**config.mk**
```make
export PLATFORM = sky130hd
export DESIGN_NAME = round_pack_mult
export DESIGN_NICKNAME = d
export VERILOG_FILES = /design/src/rtl/fp_mult_pkg.sv /design/src/rtl/round_pack_mult_decide.sv /design/src/rtl/round_pack_mult_hca.sv /design/src/rtl/round_pack_mult.sv
export SDC_FILE = /design/constraint.sdc
export NUM_CORES = 1
export LEC_CHECK = 0
export BUFFER_PORTS_ARGS = -buffer_cell sky130_fd_sc_hd__buf_2
export CAP_MARGIN = 20
export CORE_ASPECT_RATIO = 1.4
export CORE_MARGIN = 8
export CORE_UTILIZATION = 49
export CTS_CLUSTER_DIAMETER = 60
export DETAILED_ROUTE_END_ITERATION = 16
export HOLD_SLACK_MARGIN = 0.1
export PLACE_DENSITY_LB_ADDON = 0.12
export SYNTH_ARGS = -nofsm -noshare
export SYNTH_HDL_FRONTEND = slang
export SYNTH_SLANG_ARGS = --single-unit
```
**constraint.sdc**
```tcl
create_clock -name clk -period 1.9 [get_ports clk]
set_input_delay 0.095 -clock clk [delete_from_list [all_inputs] [get_ports clk]]
set_output_delay 0.095 -clock clk [all_outputs]
set_load 0.02 [all_outputs]
```
**src/rtl/fp_mult_pkg.sv**
```systemverilog
// Shared types and field-width helpers for the multiplier round/pack stage.
package fp_mult_pkg;

  typedef enum logic [1:0] {
    RNE = 2'd0,
    RTZ = 2'd1,
    RUP = 2'd2,
    RDN = 2'd3
  } rnd_mode_t;

  localparam int SIG_WIDTH = 23;
  localparam int EX_WIDTH  = 8;

  // Largest biased exponent field value; it encodes infinity/NaN.
  function automatic int exp_max(input int ew);
    return (1 << ew) - 1;
  endfunction

  function automatic int result_width(input int sw, input int ew);
    return sw + ew + 1;
  endfunction

endpackage

```
**src/rtl/round_pack_mult_decide.sv**
```systemverilog
// Rounding decision: whether to increment the truncated fraction.
module round_decide
  import fp_mult_pkg::*;
(
  input  rnd_mode_t mode,
  input  logic      sign,
  input  logic      lsb,
  input  logic      guard,
  input  logic      sticky,
  output logic      round_up
);

  always_comb begin
    round_up = 1'b0;
    case (mode)
      RNE:     round_up = guard & (sticky | lsb);
      RTZ:     round_up = 1'b0;
      RUP:     round_up = (guard | sticky) & ~sign;
      RDN:     round_up = (guard | sticky) & sign;
      default: round_up = 1'b0;
    endcase
  end

endmodule

```
**src/rtl/round_pack_mult_hca.sv**
```systemverilog
// Han-Carlson parallel-prefix adder: odd bits get a Kogge-Stone tree, even bits one extra level.
module hca_adder #(
  parameter int width = 24
) (
  input  logic [width-1:0] a,
  input  logic [width-1:0] b,
  input  logic             cin,
  output logic [width-1:0] sum
);

  localparam int NL = (width > 1) ? $clog2(width) : 1;

  logic carry [0:width-1];
  genvar gi, lv;

  generate
    for (lv = 0; lv <= NL; lv++) begin : g_level
      logic [width-1:0] g;
      logic [width-1:0] p;
      for (gi = 0; gi < width; gi++) begin : g_node
        localparam int DIST = (lv > 0) ? (1 << (lv - 1)) : 0;
        if (lv == 0) begin : g_init
          // Carry-in is folded into bit 0 so the prefix tree needs no extra column.
          if (gi == 0) begin : g_cin
            assign g[gi] = (a[gi] & b[gi]) | ((a[gi] ^ b[gi]) & cin);
          end else begin : g_raw
            assign g[gi] = a[gi] & b[gi];
          end
          assign p[gi] = a[gi] ^ b[gi];
        end else if ((gi % 2 == 1) && (gi >= DIST)) begin : g_comb
          assign g[gi] = g_level[lv-1].g[gi] | (g_level[lv-1].p[gi] & g_level[lv-1].g[gi-DIST]);
          assign p[gi] = g_level[lv-1].p[gi] & g_level[lv-1].p[gi-DIST];
        end else begin : g_pass
          assign g[gi] = g_level[lv-1].g[gi];
          assign p[gi] = g_level[lv-1].p[gi];
        end
      end
    end

    assign carry[0] = cin;
    for (gi = 1; gi < width; gi++) begin : g_carry
      if (((gi - 1) % 2 == 1) || (gi == 1)) begin : g_odd
        assign carry[gi] = g_level[NL].g[gi-1];
      end else begin : g_even
        assign carry[gi] = g_level[NL].g[gi-1] | (g_level[NL].p[gi-1] & g_level[NL].g[gi-2]);
      end
    end

    for (gi = 0; gi < width; gi++) begin : g_sum
      assign sum[gi] = g_level[0].p[gi] ^ carry[gi];
    end
  endgenerate

  // Top-level group propagates and final carry-out are not needed by the sum.
  logic unused_prefix;
  assign unused_prefix = ^{g_level[NL].p, g_level[NL].g[width-1]};

endmodule

```
**src/rtl/round_pack_mult.sv**
```systemverilog
// Two-stage round + range-check + IEEE-754 pack with valid/ready handshake.
// Optional directed rounding modes when ROUND_MODE_EN is defined.
module round_pack_mult
  import fp_mult_pkg::*;
#(
  parameter int sig_width = SIG_WIDTH,
  parameter int ex_width  = EX_WIDTH
) (
  input  logic                               clk,
  input  logic                               rst,
  input  logic                               in_valid,
  output logic                               in_ready,
  input  logic                               sign,
  input  logic [sig_width-1:0]               mant_norm,
  input  logic                               guard_bit,
  input  logic                               sticky_bit,
  input  logic [ex_width+1:0]                exp_norm,
`ifdef ROUND_MODE_EN
  input  logic [1:0]                         rnd_mode,
`endif
  output logic                               out_valid,
  input  logic                               out_ready,
  output logic [result_width(sig_width, ex_width)-1:0] result,
  output logic                               overflow,
  output logic                               underflow,
  output logic                               inexact
);

  localparam int EW2     = ex_width + 2;
  localparam int RW      = result_width(sig_width, ex_width);
  localparam int EXP_MAX = exp_max(ex_width);

  logic                 s1_valid_reg, s1_sign_reg, s1_inexact_reg;
  logic [sig_width-1:0] s1_frac_reg;
  logic [EW2-1:0]       s1_exp_reg;
  logic                 s2_valid_reg;
  logic [RW-1:0]        result_reg, result_next;
  logic                 overflow_reg, underflow_reg, inexact_reg;
  logic                 overflow_next, underflow_next, inexact_next;

  logic s2_adv, s1_adv, accept;
  assign s2_adv   = ~s2_valid_reg | out_ready;
  assign s1_adv   = ~s1_valid_reg | s2_adv;
  assign in_ready = s1_adv;
  assign accept   = in_valid & in_ready;

  rnd_mode_t mode_in;
`ifdef ROUND_MODE_EN
  assign mode_in = rnd_mode_t'(rnd_mode);
`else
  assign mode_in = RNE;
`endif

  logic               round_up;
  logic [sig_width:0] mant_r;
  logic               carry_out;

  round_decide u_decide (
    .mode     (mode_in),
    .sign     (sign),
    .lsb      (mant_norm[0]),
    .guard    (guard_bit),
    .sticky   (sticky_bit),
    .round_up (round_up)
  );

  hca_adder #(.width(sig_width + 1)) u_inc (
    .a   ({1'b0, mant_norm}),
    .b   ('0),
    .cin (round_up),
    .sum (mant_r)
  );

  assign carry_out = mant_r[sig_width];

`ifdef ROUND_MODE_EN
  rnd_mode_t s1_mode_reg;
  logic      saturate;
  // Modes that round toward zero for this sign clamp to max finite instead of infinity.
  assign saturate = (s1_mode_reg == RTZ) | ((s1_mode_reg == RUP) & s1_sign_reg)
                  | ((s1_mode_reg == RDN) & ~s1_sign_reg);
`endif

  logic exp_nonpos, exp_ovf;
  assign exp_nonpos = s1_exp_reg[EW2-1] | (s1_exp_reg == '0);
  assign exp_ovf    = ~s1_exp_reg[EW2-1] & (s1_exp_reg >= EW2'(EXP_MAX));

  always_comb begin
    result_next    = {s1_sign_reg, s1_exp_reg[ex_width-1:0], s1_frac_reg};
    overflow_next  = 1'b0;
    underflow_next = 1'b0;
    inexact_next   = s1_inexact_reg;
    if (exp_nonpos) begin
      result_next    = {s1_sign_reg, {(RW-1){1'b0}}};
      underflow_next = 1'b1;
      inexact_next   = 1'b1;
    end else if (exp_ovf) begin
      result_next   = {s1_sign_reg, {ex_width{1'b1}}, {sig_width{1'b0}}};
      overflow_next = 1'b1;
      inexact_next  = 1'b1;
`ifdef ROUND_MODE_EN
      if (saturate) begin
        result_next = {s1_sign_reg, {(ex_width-1){1'b1}}, 1'b0, {sig_width{1'b1}}};
      end
`endif
    end
  end

  always_ff @(posedge clk or posedge rst) begin
    if (rst) begin
      s1_valid_reg   <= 1'b0;
      s1_sign_reg    <= 1'b0;
      s1_inexact_reg <= 1'b0;
      s1_frac_reg    <= '0;
      s1_exp_reg     <= '0;
`ifdef ROUND_MODE_EN
      s1_mode_reg    <= RNE;
`endif
    end else if (s1_adv) begin
      s1_valid_reg <= in_valid;
      if (accept) begin
        s1_sign_reg    <= sign;
        s1_inexact_reg <= guard_bit | sticky_bit;
        s1_frac_reg    <= carry_out ? '0 : mant_r[sig_width-1:0];
        s1_exp_reg     <= exp_norm + EW2'(carry_out);
`ifdef ROUND_MODE_EN
        s1_mode_reg    <= mode_in;
`endif
      end
    end
  end

  always_ff @(posedge clk or posedge rst) begin
    if (rst) begin
      s2_valid_reg  <= 1'b0;
      result_reg    <= '0;
      overflow_reg  <= 1'b0;
      underflow_reg <= 1'b0;
      inexact_reg   <= 1'b0;
    end else if (s2_adv) begin
      s2_valid_reg <= s1_valid_reg;
      if (s1_valid_reg) begin
        result_reg    <= result_next;
        overflow_reg  <= overflow_next;
        underflow_reg <= underflow_next;
        inexact_reg   <= inexact_next;
      end
    end
  end

  assign out_valid = s2_valid_reg;
  assign result    = result_reg;
  assign overflow  = overflow_reg;
  assign underflow = underflow_reg;
  assign inexact   = inexact_reg;

endmodule

```
==> results.md, run 1 <==
* Result of the run: finished, violations left
* Failing checks: negative setup slack
* Worst IR drop on VDD at between 0.4 and 0.5 mV
* Post-synthesis net count at about 400
* DRT met1 WL at 4011 µm
* Yosys top cell by area: sky130_fd_sc_hd__dfrtp_1
* Worst hold-check slack at 114.3 ps
* Number of violations of the max-capacitance limit at 0
* Share of the cycle needed by the critical path after routing at 1.185
* Std-Cell Rows at 37
* Cell variety after synth at 42
* Ports placed on the boundary at 77
* Number of synthesized register bits at 72
* Pre-antenna DRT Iters at 4
* Final GP Congestion at between 0.8 and 0.9
* Net count reported at finish at between 500 and 600
* DR vias at 3,189
* Synthesized cell area at 3636 µm²
* TritonCTS clock tree: built
* Hold WC Path Type: primary input to register
* Number of flip-flops under the largest register name at 32
* Clock tree root buffer cell: sky130_fd_sc_hd__clkbuf_8
* H-tree Lvls at 3
* Lkg Pwr at approximately 2.3 nW
* Number of placed instances with taps included at about 540
* Routed wl met3 at 460 µm
* Share of the synthesized area in the top cell type at 0.4955
* Vias in the first global route at 3,399
* Number of diodes at 0
* DRC violation count after routing at 0
* Crit start category: primary input
* Starting density of the core at 0.5003
* Highest routing layer actually used: met4
* Post-route clock skew at between 10 and 15 ps
* Number of input and output port buffers inserted at 76
* Post-layout instance count excluding filler cells at 568
* Buffer levels on the longest clock path at 2
* Antenna violations before repair at 0
* Worst Setup End Kind: register
* Clock slew seen by the registers of the worst setup and hold paths at 70 ps
* Worst Max-Slew Pin Slew at roughly 640 ps
* Number of DRC markers in iteration 0 at 177
* Maximum frequency from static timing analysis at 444.2 MHz
* Post-Place Worst Slack at -883.0 ps
* Number of enable flip-flop cells after synthesis at 0
* Minimum period implied by the final worst setup slack at 2251 ps
* Antenna-violating nets left at 0
* Detailed Route WL at 9968 µm
* Routed wirelength normalized by instance count at around 18 µm
* Power density of the placed cells at approximately 800 nW/µm²
* Number of hold violations in the final report at 0
* Crit Path Max Fanout at 3
* Avg Cell Area, Syn at 10.36 µm²
* Asr flop ratio synth at 1.000
* RSZ-0062 raised after global routing: true
* Area growth from synthesis to layout at 32.66%
* Global-route wire length before repair at 16,380 µm
* Synth warn at 0
* Pin count of the biggest net entering global routing at 46
* Most used flip-flop cell after synthesis: sky130_fd_sc_hd__dfrtp_1
* Chip Width at 88.80 µm
* Total half-perimeter wirelength after legalization and detailed placement at 6915 µm
* Avg Vias per Cell at ~5.6
* Core footprint at a little over 7000 µm²
* WL met2 at 5343 µm
* Total routing usage reported by global routing at 0.1997
* Total gr overflow at 0
* Placement-stage cell area at 4417 µm²
* Number of max-slew violations in the final report at 0
* Critical path class: primary input to register
* Die boundary height at 117.9 µm
* Number of clock buffers inserted by TritonCTS at 9
* Arrival time at the worst endpoint at about 2500 ps
* Post-synthesis instance total at approximately 350
* Max-slew headroom at the worst pin at 0.5711
* Req. time, crit path at 2160 ps
* Most area-consuming cells after synthesis: sky130_fd_sc_hd__dfrtp_1 (50%), sky130_fd_sc_hd__o41ai_1 (5.5%), sky130_fd_sc_hd__o21ai_0 (5.2%)
* Final WS setup at -351.4 ps
* Setup violators final at 8
* Area enclosed by the die boundary at 10,470 µm²
* Fraction of the yosys area taken by sequential cells at 0.4955
* Clock tree sinks at 72
* Fraction of layout instances using a drive strength above 1 at 0.3461
* Design area at roughly 4800 µm²
* Skew-Pair Late Insertion Delay at 350 ps
==> cell usage in the layout (no fill, tap or decap), types with 4 or more instances in the layout <==
master | synthesis | final
sky130_fd_sc_hd__mux2i_1 | 12 | 12
sky130_fd_sc_hd__inv_1 | 30 | 29
sky130_fd_sc_hd__ha_1 | 15 | 7
sky130_fd_sc_hd__nor2_1 | 12 | 11
sky130_fd_sc_hd__o31ai_1 | 7 | 6
sky130_fd_sc_hd__o21ai_0 | 38 | 37
sky130_fd_sc_hd__buf_6 | 1 | 6
sky130_fd_sc_hd__buf_2 | 11 | 73
sky130_fd_sc_hd__nand4b_1 | 10 | 10
sky130_fd_sc_hd__ha_2 | 0 | 4
sky130_fd_sc_hd__ha_4 | 0 | 4
sky130_fd_sc_hd__o41ai_1 | 23 | 23
sky130_fd_sc_hd__buf_4 | 0 | 38
sky130_fd_sc_hd__dlygate4sd3_1 | 0 | 10
sky130_fd_sc_hd__nand2_1 | 11 | 11
sky130_fd_sc_hd__clkbuf_8 | 0 | 10
sky130_fd_sc_hd__a31oi_1 | 5 | 5
sky130_fd_sc_hd__nand4_1 | 6 | 6
sky130_fd_sc_hd__dfrtp_1 | 72 | 72
sky130_fd_sc_hd__o2bb2ai_1 | 4 | 4
sky130_fd_sc_hd__xor2_1 | 13 | 13
sky130_fd_sc_hd__nand2b_1 | 14 | 14
sky130_fd_sc_hd__a21oi_1 | 15 | 15
==> stage by stage <==
stage	setup TNS [ps]	power, mW	util
after floorplan	-7801	2.388	-
after global placement	-13990	2.751	0.6077
after detailed placement	-15930	2.769	0.6077
after CTS	-2744	3.858	0.6574
after global routing	-2666	4.045	0.6636
final	-1973	3.858	0.6636
==> final cells by class <==
cell class,count,area [µm²]
clock inverters,4,28.78
clock buffers,12,145.1
well taps,97,121.4
repair buffers,130,878.3
flip-flops and latches,72,1802
fillers,570,2445
multi-input cells,223,1732
inverters,30,116.4
==> critical path: stages <==
cell	delay (ps)
sky130_fd_sc_hd__buf_6	70
sky130_fd_sc_hd__o21a_1	120
sky130_fd_sc_hd__ha_2	180
sky130_fd_sc_hd__ha_4	140
sky130_fd_sc_hd__nand3_4	60
sky130_fd_sc_hd__or4_4	550
sky130_fd_sc_hd__nor3_4	170
sky130_fd_sc_hd__ha_4	190
sky130_fd_sc_hd__buf_4	120
sky130_fd_sc_hd__ha_4	120
sky130_fd_sc_hd__nand3_2	80
sky130_fd_sc_hd__or4_1	470
sky130_fd_sc_hd__a31oi_1	130
==> cells by family (layout without fill, tap and decap cells) <==
kind of cell,Yosys count,count (layout),synth area share
xor gates and xnor gates,14,14,0.03372
AOI/OAI and AO/OA,101,101,0.1807
adders and majority gates,15,15,0.05162
and+or+nand+nor,77,77,0.1294
buffers and inverters,56,176,0.06366
muxes,16,16,0.04542
DFF,72,72,0.4955
==> routing by layer <==
metal / up-vias / global-route usage
li1: 1514 / -
met1: 1589 / 0.2261
met2: 75 / 0.3485
met3: 11 / 0.03145
met4: 0 / 0.09033
met5: - / 0
==> where the power goes <==
group	internal, mW	leakage (nW)	switching [mW]	total (mW)
Sequential	1.74	0.888	0.114	1.86
Combinational	0.360	1.36	0.553	0.913
Clock	0.513	0.0830	0.576	1.09
==> path summary, 6_finish.rpt <==
path	slack, ps	startpoint	depth (start not counted)	end
worst min register to register	500	result[29]	1	result[29]
worst max-delay path	-350	mant_norm[0]	13	s1_exp_reg[9]
max in group asynchronous	870	rst	4	s1_exp_reg[8]
worst max register to register	330	s1_exp_reg[4]	4	result[5]
min in group asynchronous	400	rst	3	underflow
worst min-delay path	110	exp_norm[4]	3	s1_exp_reg[4]
==> what timing repair did <==
item | 4_1_cts | 5_1_grt
pin swaps | 11 | 11
buffers inserted | 5 | 0
setup endpoints to repair | 32 | 32
cloned | 0 | 0
resized for setup | 9 | 10
endpoints found under the hold margin | 35 | 0
hold buffers | 10 | 0
==> cell usage after synthesis, drive strengths merged, types with 5 or more instances <==
cell	number
o41ai	23
nand4b	10
a31oi	5
nand3	6
o31ai	7
o21ai	40
xor2	13
nand4	7
a21oi	15
dfrtp	72
ha	15
inv	30
nand2b	14
nand2	11
nor2	12
buf	12
clkbuf	14
mux2i	12
Note: power is estimated with default switching activity, not from simulation.
==> run 2, diff against run 1 <==
--- a/config.mk
+++ b/config.mk
@@ -5,6 +5,7 @@
 export SDC_FILE = /design/constraint.sdc
 export NUM_CORES = 1
 export LEC_CHECK = 0
+export ABC_AREA = 1
 export BUFFER_PORTS_ARGS = -buffer_cell sky130_fd_sc_hd__buf_2
 export CAP_MARGIN = 20
 export CORE_ASPECT_RATIO = 1.4
==> results.md, run 2 <==
* Result of the run: complete, no violations (was finished, violations left)
* Portion of total power attributed to sequential cells at 0.461 (was 0.481)
* DRT met1 WL at 3360 µm (was 4011 µm)
* Die boundary height at 115.9 µm (was 117.9 µm)
* Worst hold path startpoint: exp_norm[6] (was exp_norm[4])
* Number of synthesized register bits at 72 (unchanged)
* Hold WC Path Type: primary input to register (unchanged)
* End point of the most critical hold path: s1_exp_reg[6] (was s1_exp_reg[4])
* Avg Vias per Cell at 4.969 (was 5.614)
* Core footprint at 6937 µm² (was 7268 µm²)
* Req. time, crit path at 2100 ps (was 2160 ps)
* Number of hold violations in the final report at 0 (unchanged)
* Post-route clock skew at 7.930 ps (was 11.62 ps)
* Global-route wire length before repair at 14,240 µm (was 16,380 µm)
* Maximum frequency from static timing analysis at 564.4 MHz (was 444.2 MHz)
* Design internal power at 2.936 mW (was 2.615 mW)
* Routed wirelength normalized by instance count at 14.01 µm (was 17.55 µm)
* Std-Cell Rows at 36 (was 37)
* Lkg Pwr at 2.339 nW (was 2.331 nW)
* Chip Width at 87.34 µm (was 88.80 µm)
* Total gr overflow at 0 (unchanged)
* Top library cells by usage in the layout, fill and taps aside: sky130_fd_sc_hd__nand2_1 (145), sky130_fd_sc_hd__buf_2 (76), sky130_fd_sc_hd__dfrtp_1 (72), sky130_fd_sc_hd__nand3_1 (35), sky130_fd_sc_hd__o21ai_0 (29) (was sky130_fd_sc_hd__buf_2 (73), sky130_fd_sc_hd__dfrtp_1 (72), sky130_fd_sc_hd__buf_4 (38), sky130_fd_sc_hd__o21ai_0 (37), sky130_fd_sc_hd__inv_1 (29))
* Area enclosed by the die boundary at 10,120 µm² (was 10,470 µm²)
* Cell Chain, Critical Path: buf_2, o21a_1, ha_2, ha_4, inv_2, nor2_4, nand3_4, nor2_4, nand3_2, nor2_4, ha_4, buf_4, clkinvlp_4, nand2_1, o21ai_0 (was buf_6, o21a_1, ha_2, ha_4, nand3_4, or4_4, nor3_4, ha_4, buf_4, ha_4, nand3_2, or4_1, a31oi_1)
* Worst hold-check slack at 122.1 ps (was 114.3 ps)
* Critical path class: primary input to register (unchanged)
* Number of flip-flops under the largest register name at 32 (unchanged)
* Vias in the first global route at 3,066 (was 3,399)
* Worst r2r src: out_valid (was s1_exp_reg[4])
* Cell type with the highest occurrence count on the critical path: sky130_fd_sc_hd__nor2_4 (was sky130_fd_sc_hd__ha_4)
* Cell family contributing the most delay on the critical path: simple AND/OR/NAND/NOR gates (unchanged)
* Number of violations of the max-capacitance limit at 0 (unchanged)
* DRC violation count after routing at 0 (unchanged)
* Crit Path Max Fanout at 12 (was 3)
* Clock tree root buffer cell: sky130_fd_sc_hd__clkbuf_8 (unchanged)
* Asr flop ratio synth at 1.000 (unchanged)
* Most frequently used cell type in the post-synthesis netlist: sky130_fd_sc_hd__nand2_1 (was sky130_fd_sc_hd__dfrtp_1)
* Post-layout total power at 4.388 mW (was 3.858 mW)
* Share of the synthesized area in the top cell type at 0.5161 (was 0.4955)
* Number of DRC markers in iteration 0 at 120 (was 177)
* Final GP Congestion at 0.8709 (was 0.8113)
* Routed wl met3 at 402 µm (was 460 µm)
* Post-Place Worst Slack at -345.6 ps (was -883.0 ps)
* Max stage delay on crit path at 210 ps (was 550 ps)
* Pin count of the biggest net entering global routing at 73 (was 46)
* Number of enable flip-flop cells after synthesis at 0 (unchanged)
* Crit start category: primary input (unchanged)
* Post-synthesis net count at 466 (was 406)
* RSZ-0062 raised after global routing: false (was true)
* Number of placed instances with taps included at 575 (was 536)
* Fraction of the core area covered by cells at the end of the flow at 0.6515 (was 0.6636)
* Clock slew seen by the registers of the worst setup and hold paths at 70 ps (about the same)
* Endpoint of the lowest-slack register-to-register path: result[18] (was result[5])
* Most used flip-flop cell after synthesis: sky130_fd_sc_hd__dfrtp_1 (unchanged)
* WL met2 at 4765 µm (was 5343 µm)
* Final WS setup at 128.1 ps (was -351.4 ps)
* H-tree Lvls at 3 (unchanged)
* Setup violators final at 0 (was 8)
* Detailed Route WL at 8615 µm (was 9968 µm)
* Fraction of layout instances using a drive strength above 1 at 0.2447 (was 0.3461)
* Post-synthesis instance total at 411 (was 351)
* Cell depth of the worst min-delay path at 4 (was 3)
* Power density of the placed cells at 971.0 nW/µm² (was 799.8 nW/µm²)
* Highest routing layer actually used: met4 (unchanged)
* Fraction of the yosys area taken by sequential cells at 0.5161 (was 0.4955)
* Clock network power share at 0.283 (was 0.282)
* Crit path launch: mant_norm[0] (unchanged)
* Total half-perimeter wirelength after legalization and detailed placement at 6070 µm (was 6915 µm)
* Buffer levels on the longest clock path at 2 (unchanged)
* Worst IR drop on VDD at 0.6380 mV (was 0.4450 mV)
* Net count reported at finish at 570 (was 521)
* Part of the power in combinational logic at 0.256 (was 0.237)
* Arrival time at the worst endpoint at 1970 ps (was 2520 ps)
* Reg-to-reg slack, setup at 300 ps (was 330 ps)
* Number of clock buffers inserted by TritonCTS at 9 (unchanged)
* Clock tree sinks at 72 (unchanged)
* Starting density of the core at 0.5032 (was 0.5003)
* Post-layout instance count excluding filler cells at 615 (was 568)
* Max-slew headroom at the worst pin at 0.6114 (was 0.5711)
* Minimum period implied by the final worst setup slack at 1772 ps (was 2251 ps)
* Worst Setup End Kind: register (unchanged)
* DR vias at 3,056 (was 3,189)
* Number of max-slew violations in the final report at 0 (unchanged)
* Most numerous cell types in the synthesized netlist: sky130_fd_sc_hd__nand2_1 (146), sky130_fd_sc_hd__dfrtp_1 (72), sky130_fd_sc_hd__nand3_1 (38) (was sky130_fd_sc_hd__dfrtp_1 (72), sky130_fd_sc_hd__o21ai_0 (38), sky130_fd_sc_hd__inv_1 (30))
* Synthesized cell area at 3491 µm² (was 3636 µm²)
* TritonCTS clock tree: built (unchanged)
* Leading cell type in the layout, fill and taps excluded: sky130_fd_sc_hd__nand2_1 (was sky130_fd_sc_hd__buf_2)
* Antenna-violating nets left at 0 (unchanged)
* Synth warn at 0 (unchanged)
* Cell variety after synth at 24 (was 42)
* Number of input and output port buffers inserted at 76 (unchanged)
* Skew-Pair Late Insertion Delay at 350 ps (about the same)
* Ports placed on the boundary at 77 (unchanged)
* Depth of the worst register-to-register path at 5 (was 4)
* Sum of buffers and inverters on the critical path at 4 (was 2)
* Worst Max-Slew Pin Slew at 581.5 ps (was 642.0 ps)
* Avg Cell Area, Syn at 8.494 µm² (was 10.36 µm²)
* Switching part of the total power at 0.3311 (was 0.3221)
* Yosys top cell by area: sky130_fd_sc_hd__dfrtp_1 (unchanged)
* Antenna violations before repair at 0 (unchanged)
* Total routing usage reported by global routing at 0.1821 (was 0.1997)
* Net Switching at 1.453 mW (was 1.243 mW)
* Pre-antenna DRT Iters at 6 (was 4)
* Area growth from synthesis to layout at 29.46% (was 32.66%)
* Most area-consuming cells after synthesis: sky130_fd_sc_hd__dfrtp_1 (52%), sky130_fd_sc_hd__nand2_1 (16%), sky130_fd_sc_hd__nand3_1 (5.4%) (was sky130_fd_sc_hd__dfrtp_1 (50%), sky130_fd_sc_hd__o41ai_1 (5.5%), sky130_fd_sc_hd__o21ai_0 (5.2%))
* Share of the cycle needed by the critical path after routing at 0.9326 (was 1.185)
* Cell with the biggest individual delay on the critical path: sky130_fd_sc_hd__buf_4 (was sky130_fd_sc_hd__or4_4)
==> run 2: cell count changes after synthesis, sizes merged, moves of 13 or more <==
cell,previous run,this run
nand3,6,38
xor2,13,0
nand2,11,151
nand2b,14,0
nor2,12,33
o41ai,23,0
a21oi,15,1
==> run 2: kinds of logic after synthesis <==
group | after synthesis | synth area share
buffers and inverters | 42 | 0.06093
AOI/OAI and AO/OA | 44 | 0.07491
xor gates and xnor gates | 11 | 0.02760
adders and majority gates | 15 | 0.05376
and+or+nand+nor | 227 | 0.2667
DFF | 72 | 0.5161
==> run 2: repair_timing <==
| action | 4_1_cts | 5_1_grt |
|---|---|---|
| buffers inserted | 0 | 1 |
| setup endpoints to repair | 0 | 20 |
| gates resized for setup | 0 | 8 |
| hold endpoints to repair | 92 | 0 |
| hold buffers | 22 | 0 |
==> run 2: area by class of cell <==
cell class                 count  area (µm²)
clock buffer                  13       168.9
timing repair inverter         1       7.507
antenna                        1       2.502
inverter                      26       105.1
clock inverter                 2       37.54
fill                         635        2417
timing repair buffer         108       688.2
sequential                    72        1802
tap                           95       118.9
multi-input combinational    297        1589
==> run 2: power by group through the flow <==
stage / logic (mW) / clock network (mW) / registers [mW]
final: 1.12 / 1.24 / 2.02
after global routing: 1.26 / 1.33 / 2.06
after CTS: 1.15 / 1.27 / 2.02
after detailed placement: 1.11 / 0 / 2.05
after global placement: 1.10 / 0 / 2.03
after floorplan: 0.498 / 0 / 2.25
==> run 2: worst register-to-register path, stage by stage (launching register included) <==
cell                      delay, ps
sky130_fd_sc_hd__dfrtp_1        430
sky130_fd_sc_hd__a21oi_4        220
sky130_fd_sc_hd__nand2_2        100
sky130_fd_sc_hd__nor2_4         490
sky130_fd_sc_hd__nand3_1        200
sky130_fd_sc_hd__nand2_1        100
==> run 2: worst max-delay path by stage <==
stage                           end  slack, ps  cells after the start
floorplan             s1_exp_reg[8]        -60                     16
global placement      s1_exp_reg[8]       -270                     17
detailed placement    s1_exp_reg[8]       -350                     17
CTS                 s1_frac_reg[20]         20                     15
global route          s1_exp_reg[8]         10                     18
finish              s1_frac_reg[20]        130                     15
==> run 2: metal layers <==
layer  GRT usage  vias to the layer above
li1            -                     1529
met1      0.1954                     1460
met2      0.3311                       62
met3     0.02981                        5
met4     0.09562                        0
met5           0                        -
==> run 2: stage by stage <==
step / cell area, µm² / TNS [ps]
2_1_floorplan: 3575 / -199.9
3_3_place_gp: 4039 / -4816
3_5_place_dp: 4039 / -6559
4_1_cts: 4466 / 0
5_1_grt: 4517 / 0
6_report: 4519 / 0
